File: src/rtl/par_rr_arbiter_pkg.sv
// Shared definitions for the round-robin parity-check scheduler:
// parity modes, default sizing and the per-stage pipeline state type.
package par_pkg;

  localparam logic PAR_EVEN = 1'b0;
  localparam logic PAR_ODD  = 1'b1;

  localparam int unsigned DEF_NREQ = 4;
  localparam int unsigned DEF_DW   = 3;
  localparam int unsigned DEF_CNTW = 8;

  typedef enum logic [1:0] {
    ST_IDLE  = 2'd0,
    ST_ISSUE = 2'd1,
    ST_RESP  = 2'd2
  } stage_st_e;

endpackage

File: src/rtl/par_rr_arbiter_if.sv
// Request/checker/response bundle between the front-ends, the scheduler
// and the shared checker. master = front-ends + checker, slave = scheduler.
interface par_rr_arbiter_if
  import par_pkg::*;
#(
  parameter int unsigned NREQ = DEF_NREQ,
  parameter int unsigned DW   = DEF_DW
);
  logic [NREQ-1:0]    req_valid;
  logic [NREQ*DW-1:0] req_data;
  logic [NREQ-1:0]    req_mode;
  logic [NREQ-1:0]    req_ready;

  logic               chk_valid;
  logic [DW-1:0]      chk_data;
  logic               chk_mode;
  logic               chk_parity_ok;

  logic [NREQ-1:0]    rsp_valid;
  logic               rsp_ok;

  modport master (
    output req_valid, req_data, req_mode, chk_parity_ok,
    input  req_ready, chk_valid, chk_data, chk_mode, rsp_valid, rsp_ok
  );

  modport slave (
    input  req_valid, req_data, req_mode, chk_parity_ok,
    output req_ready, chk_valid, chk_data, chk_mode, rsp_valid, rsp_ok
  );
endinterface

File: src/rtl/par_rr_arbiter_rr_grant.sv
// Combinational round-robin picker: first set request at or above ptr,
// wrapping at NREQ-1, returned as a one-hot grant plus its index.
module rr_grant #(
  parameter int unsigned NREQ = 4,
  parameter int unsigned PW   = 2
) (
  input  logic [NREQ-1:0] req,
  input  logic [PW-1:0]   ptr,
  output logic [NREQ-1:0] grant,
  output logic [PW-1:0]   idx,
  output logic            any
);
  logic [PW-1:0] j;

  always_comb begin
    grant = '0;
    idx   = '0;
    any   = 1'b0;
    j     = '0;
    for (int unsigned i = 0; i < NREQ; i++) begin
      j = PW'((32'(ptr) + i) % NREQ);
      if (!any && req[j]) begin
        grant[j] = 1'b1;
        idx      = j;
        any      = 1'b1;
      end
    end
  end
endmodule

File: src/rtl/par_rr_arbiter.sv
// Round-robin scheduler sharing one parity checker between NREQ requesters;
// tags each issue through the checker latency and keeps saturating error counts.
module par_rr_arbiter
  import par_pkg::*;
#(
  parameter int unsigned NREQ = DEF_NREQ,
  parameter int unsigned DW   = DEF_DW,
  parameter int unsigned CNTW = DEF_CNTW
) (
  input  logic                 clk,
  input  logic                 rst,
  par_rr_arbiter_if.slave      bus,
  input  logic                 hold,
  input  logic                 clr_cnt,
  output logic [NREQ*CNTW-1:0] err_cnt,
  output logic                 busy
);
  localparam int unsigned PW = (NREQ > 1) ? $clog2(NREQ) : 1;

  logic [PW-1:0]   ptr;
  logic [NREQ-1:0] grant;
  logic [PW-1:0]   grant_idx;
  logic            grant_any;
  logic            xfer;

  stage_st_e       iss_st;
  stage_st_e       rsp_st;
  logic [PW-1:0]   tag1;
  logic [DW-1:0]   chk_data_q;
  logic            chk_mode_q;
  logic [NREQ-1:0] rsp_valid_q;
  logic [CNTW-1:0] cnt [NREQ];

  rr_grant #(
    .NREQ (NREQ),
    .PW   (PW)
  ) u_rr_grant (
    .req   (bus.req_valid),
    .ptr   (ptr),
    .grant (grant),
    .idx   (grant_idx),
    .any   (grant_any)
  );

  assign xfer          = grant_any && !hold;
  assign bus.req_ready = hold ? '0 : grant;

  // Issue and response stages each advance every cycle, so back-to-back
  // transfers simply occupy both stages at once with no stall logic.
  always_ff @(posedge clk or negedge rst) begin
    if (!rst) begin
      ptr         <= '0;
      iss_st      <= ST_IDLE;
      rsp_st      <= ST_IDLE;
      tag1        <= '0;
      chk_data_q  <= '0;
      chk_mode_q  <= 1'b0;
      rsp_valid_q <= '0;
    end else begin
      if (xfer) begin
        ptr        <= (grant_idx == PW'(NREQ - 1)) ? '0 : grant_idx + PW'(1);
        iss_st     <= ST_ISSUE;
        tag1       <= grant_idx;
        chk_data_q <= bus.req_data[grant_idx*DW +: DW];
        chk_mode_q <= bus.req_mode[grant_idx];
      end else begin
        iss_st     <= ST_IDLE;
      end

      if (iss_st == ST_ISSUE) begin
        rsp_st      <= ST_RESP;
        rsp_valid_q <= NREQ'(1) << tag1;
      end else begin
        rsp_st      <= ST_IDLE;
        rsp_valid_q <= '0;
      end
    end
  end

  assign bus.chk_valid = (iss_st == ST_ISSUE);
  assign bus.chk_data  = chk_data_q;
  assign bus.chk_mode  = chk_mode_q;
  assign bus.rsp_valid = rsp_valid_q;
  // The checker registers its result, so it lines up with the response stage.
  assign bus.rsp_ok    = (rsp_st == ST_RESP) && bus.chk_parity_ok;
  assign busy          = (iss_st == ST_ISSUE) || (rsp_st == ST_RESP);

  always_ff @(posedge clk or negedge rst) begin
    if (!rst) begin
      for (int unsigned i = 0; i < NREQ; i++) cnt[i] <= '0;
    end else begin
      for (int unsigned i = 0; i < NREQ; i++) begin
        if (clr_cnt)
          cnt[i] <= '0;
        else if (rsp_valid_q[i] && !bus.chk_parity_ok && (cnt[i] != '1))
          cnt[i] <= cnt[i] + CNTW'(1);
      end
    end
  end

  for (genvar gi = 0; gi < NREQ; gi++) begin : g_cnt_out
    assign err_cnt[gi*CNTW +: CNTW] = cnt[gi];
  end
endmodule

File: src/flat_wrapper.sv
// flat-port wrapper written by rule: the top's interface ports become plain ports
module par_rr_arbiter_flat import par_pkg::*;
#(
  parameter int unsigned NREQ = DEF_NREQ,
  parameter int unsigned DW   = DEF_DW,
  parameter int unsigned CNTW = DEF_CNTW
)
  (clk, rst, hold, clr_cnt, err_cnt, busy, bus_req_valid, bus_req_data, bus_req_mode, bus_chk_parity_ok, bus_req_ready, bus_chk_valid, bus_chk_data, bus_chk_mode, bus_rsp_valid, bus_rsp_ok);
  par_rr_arbiter_if #(.NREQ(NREQ), .DW(DW)) bus_i ();
  input  logic clk;
  input  logic rst;
  input  logic hold;
  input  logic clr_cnt;
  output logic [NREQ*CNTW-1:0] err_cnt;
  output logic busy;
  input wire logic [$bits(bus_i.req_valid)-1:0] bus_req_valid;
  input wire logic [$bits(bus_i.req_data)-1:0] bus_req_data;
  input wire logic [$bits(bus_i.req_mode)-1:0] bus_req_mode;
  input wire logic [$bits(bus_i.chk_parity_ok)-1:0] bus_chk_parity_ok;
  output wire logic [$bits(bus_i.req_ready)-1:0] bus_req_ready;
  output wire logic [$bits(bus_i.chk_valid)-1:0] bus_chk_valid;
  output wire logic [$bits(bus_i.chk_data)-1:0] bus_chk_data;
  output wire logic [$bits(bus_i.chk_mode)-1:0] bus_chk_mode;
  output wire logic [$bits(bus_i.rsp_valid)-1:0] bus_rsp_valid;
  output wire logic [$bits(bus_i.rsp_ok)-1:0] bus_rsp_ok;
  assign bus_i.req_valid = bus_req_valid;
  assign bus_i.req_data = bus_req_data;
  assign bus_i.req_mode = bus_req_mode;
  assign bus_i.chk_parity_ok = bus_chk_parity_ok;
  assign bus_req_ready = bus_i.req_ready;
  assign bus_chk_valid = bus_i.chk_valid;
  assign bus_chk_data = bus_i.chk_data;
  assign bus_chk_mode = bus_i.chk_mode;
  assign bus_rsp_valid = bus_i.rsp_valid;
  assign bus_rsp_ok = bus_i.rsp_ok;
  par_rr_arbiter #(.NREQ(NREQ), .DW(DW), .CNTW(CNTW)) u_core (.clk(clk), .rst(rst), .bus(bus_i), .hold(hold), .clr_cnt(clr_cnt), .err_cnt(err_cnt), .busy(busy));
endmodule
File: config.mk
export PLATFORM = sky130hd
export DESIGN_NAME = par_rr_arbiter_flat
export DESIGN_NICKNAME = d
export VERILOG_FILES = /design/src/rtl/par_rr_arbiter_pkg.sv /design/src/rtl/par_rr_arbiter_if.sv /design/src/rtl/par_rr_arbiter_rr_grant.sv /design/src/rtl/par_rr_arbiter.sv /design/src/flat_wrapper.sv
export SDC_FILE = /design/constraint.sdc
export NUM_CORES = 1
export LEC_CHECK = 0
export ABC_AREA = 1
export CAP_MARGIN = 10
export CORE_MARGIN = 2
export CORE_UTILIZATION = 54
export DETAILED_ROUTE_END_ITERATION = 12
export PLACE_DENSITY_LB_ADDON = 0.08
export REMOVE_ABC_BUFFERS = 1
export SYNTH_ARGS = -nofsm -noshare
export SYNTH_HDL_FRONTEND = slang
export SYNTH_HIERARCHICAL = 1
export SYNTH_SLANG_ARGS = --single-unit
export TNS_END_PERCENT = 30
File: constraint.sdc
create_clock -name clk -period 4.15 [get_ports clk]
set_input_delay 0.415 -clock clk [delete_from_list [all_inputs] [get_ports clk]]
set_output_delay 0.415 -clock clk [all_outputs]
set_load 0.01 [all_outputs]
==> impl_metrics.py <==
metrics = {
    "die": {
        "start_util_pct": 56.0,
        "die_w_um": 79.6,
        "core_um2": 5510,
        "ios": 72,
        "num_rows": 27,
        "dieHeight_um": 79.6,
        "die_area_um2": 6330,
    },
    "power_and_ir_drop": {
        "power_frac_seq_pct": 30.5,
        "leakagePower_nw": 2.01,
        "combPwrFrac_pct": 54.1,
        "switching_share_pct": 44.6,
        "internal-power_mw": 1.05,
        "power.switching_mw": 0.844,
        "clock_power_share_pct": 15.4,
        "p_per_area_nw_per_um2": 482,
        "ir_drop_mv": 0.327,
    },
    "global_route": {
        "grt_pass1_vias": 2757,
        "overflow": 0,
        "groute.usage.overall_pct": 23.4,
        "antenna_found_initial": 0,
        "grt_start_max_net_pins": 47,
        "grt_pass1_wl_um": 12100,
    },
    "setup_path": {
        "crit_type": "register to primary output",
        "endpoint_kind": "primary output",
        "crit_required_ns": 3.73,
        "cp_data_arrival_time_ns": 2.86,
        "cp_max_fo": 10,
        "startpoint_type": "register",
    },
    "logic_synthesis": {
        "yosysMostFrequentCell": "nand2_1",
        "synth_seq_area_share_pct": 37.3,
        "yosysTopAreaCell": "dfrtp_1",
        "yosys.cell_types.count": 31,
        "synth_edf_count": 0,
        "ys_top_cells_by_count": "nand2_1, nand3_1, inv_1",
        "ys.flop_type": "dfrtp_1",
        "avgSynthCellArea_um2": 7.28,
        "yosysWarnings": 6,
        "ys_ff_latch": 46,
        "netlist_instances": 424,
        "synthArstFlopShare_pct": 100,
        "yosysTopAreaCellShare_pct": 37.3,
        "ys_top_cells_by_area": "dfrtp_1, nand2_1, nand3_1",
        "netlist_area_um2": 3090,
    },
    "clock_network": {
        "cts_resized": 0,
        "cts_tree": "done",
        "path_clk_slew_ns": 0.09,
        "numCtsBuffers": 5,
        "post_cts_buffers": 0,
        "htreeDepth": 2,
        "cts.sinks": 46,
        "clock_latency_ns": 0.29,
        "cts-root-buf": "clkbuf_8",
        "clockBufferDepth": 2,
        "cts_hold_buf": 0,
    },
    "layout": {
        "seq_area_um2": 1150,
        "layout.nets": 530,
        "diodes": 0,
        "multiInputGateArea_um2": 1670,
        "layout-drive-gt1-share_pct": 10.1,
        "areaGrowthSynthToFinish_pct": 27.3,
        "fillerInstances": 465,
    },
    "detailed_routing": {
        "dr.pass1.iters": 4,
        "vias": 3009,
        "drcViolationCount": 0,
        "drt-total-wl_um": 7080,
        "via_per_inst": 5.30,
        "wl_per_cell_um": 12.5,
        "ant_nets": 0,
        "drtIter0Drc": 154,
    },
    "sta": {
        "whs_ns": 0.299,
        "fin_tns_setup_ns": 0,
        "hold_viol": 0,
        "relSlewSlack_pct": 22.6,
        "slew_viol_final": 0,
        "rsz0062_at_grt": "no",
        "tightest_slew_ns": 1.16,
        "setup_viol": 0,
        "fmax_ghz": 0.305,
        "postLayoutSetupSlackWorst_ns": 0.870,
        "period_needed_ns": 3.28,
        "period_share_pct": 79.0,
        "fin_skew_ns": 0.00760,
    },
    "placement": {
        "portBuffers": 71,
        "dp_hpwl_um": 5120,
        "place_ws_ns": 1.25,
        "gp_congestion": 0.931,
    },
    "run": {
        "drv_cap": 0,
    },
    "status": {
        "status": "complete, no violations",
    },
    "min_path": {
        "hp-class": "input port to async pin",
    },
}
-- worst max-delay path, stage by stage, from the launching register on --
cell	delay [ns]
dfrtp_1	0.52
inv_2	0.17
ha_1	0.39
inv_1	0.10
nand3_1	0.09
nand2_1	0.05
nor2_1	0.33
a21oi_1	0.12
nand3_1	0.10
inv_1	0.04
nor2_1	0.09
clkdlybuf4s50_1	0.55
-- metrics by stage --
| step | power (mW) | cells | instance area (µm²) | util, % |
|---|---|---|---|---|
| 6_report | 1.89 | 568 | 3930 | 71.3 |
| 5_1_grt | 2.04 | 568 | 3930 | 71.3 |
| 3_5_place_dp | 1.60 | 560 | 3830 | 69.6 |
| 4_1_cts | 1.90 | 568 | 3930 | 71.3 |
| 2_1_floorplan | 1.27 | 417 | 3040 | - |
| 3_3_place_gp | 1.59 | 560 | 3830 | 69.6 |
-- cells in the final DEF, fill, tap and decap left out --
cell type	netlist	routed
o211ai_1	3	3
or2_2	8	8
nand3_1	69	69
a21oi_4	1	1
xor2_1	10	10
nand4_1	8	8
buf_2	1	1
clkdlybuf4s50_1	0	70
inv_2	5	5
xnor2_1	1	1
o21a_1	1	1
o21ai_0	3	3
ha_1	10	10
nand3_2	3	3
nand3_4	1	1
a21oi_1	11	11
o2111ai_1	4	4
clkinv_2	0	1
nor3_1	4	4
clkbuf_8	0	6
clkinvlp_4	0	1
nand2_2	11	11
nand2_4	3	3
nand2_1	108	108
inv_1	53	53
nor2_1	40	40
nand3b_1	1	1
a21boi_0	4	4
nor2_8	1	1
dfrtp_1	46	46
nor2_4	3	3
nor2_2	5	5
-- metal layers --
metal  GRT usage, %  wire (µm)  up-vias
li1               -          -     1504
met1           28.7       3140     1398
met2           42.0       3490      101
met3           3.73        347        6
met4           6.90         93        0
met5              0          0        -
-- layout make-up --
type                       count  area share, %
clock buffer                   6           2.10
clock inverter                 2          0.319
inverter                      58           5.54
multi-input combinational    313           42.4
sequential                    46           29.3
tap                           72           2.29
timing repair buffer          71           18.0
-- power groups by stage --
stage,Clock [mW],Combinational (mW),Sequential (mW)
global route,0.311,1.14,0.588
finish,0.290,1.02,0.577
detailed placement,0,1.01,0.586
floorplan,0,0.670,0.596
global placement,0,1.00,0.582
CTS,0.299,1.02,0.577
-- path summary, 6_finish.rpt --
path	depth (start not counted)	slack [ns]	end	startpoint
min in group clk	0	0.42	u_core/rsp_st[1]	u_core/iss_st[0]
setup reg to reg	12	1.22	u_core/bus.chk_data[0]	u_core/ptr[0]
hold reg to reg	0	0.42	u_core/rsp_st[1]	u_core/iss_st[0]
hold / removal	1	0.30	u_core/err_cnt[27]	rst
setup / recovery	11	0.87	bus_req_ready[0]	u_core/ptr[0]
max in group asynchronous	1	3.21	u_core/err_cnt[13]	rst
-- cell families (layout without fill, tap and decap cells) --
logic type | Yosys count | after routing | synth area share [%]
fa+ha+maj | 10 | 10 | 4.06
compound gates | 27 | 27 | 5.88
xor+xnor | 11 | 11 | 3.12
simple gates | 265 | 265 | 41.0
flops | 46 | 46 | 37.3
buf+inv | 65 | 137 | 8.68
-- sequential cells by signal (all words and copies together), names as in the netlist --
name                  cells
u_core/iss_st             1
u_core/bus.chk_mode       1
u_core/ptr                2
u_core/tag1               2
u_core/err_cnt           32
u_core/bus.rsp_valid      4
u_core/rsp_st             1
u_core/bus.chk_data       3
Power figures use the tool's default switching activity.
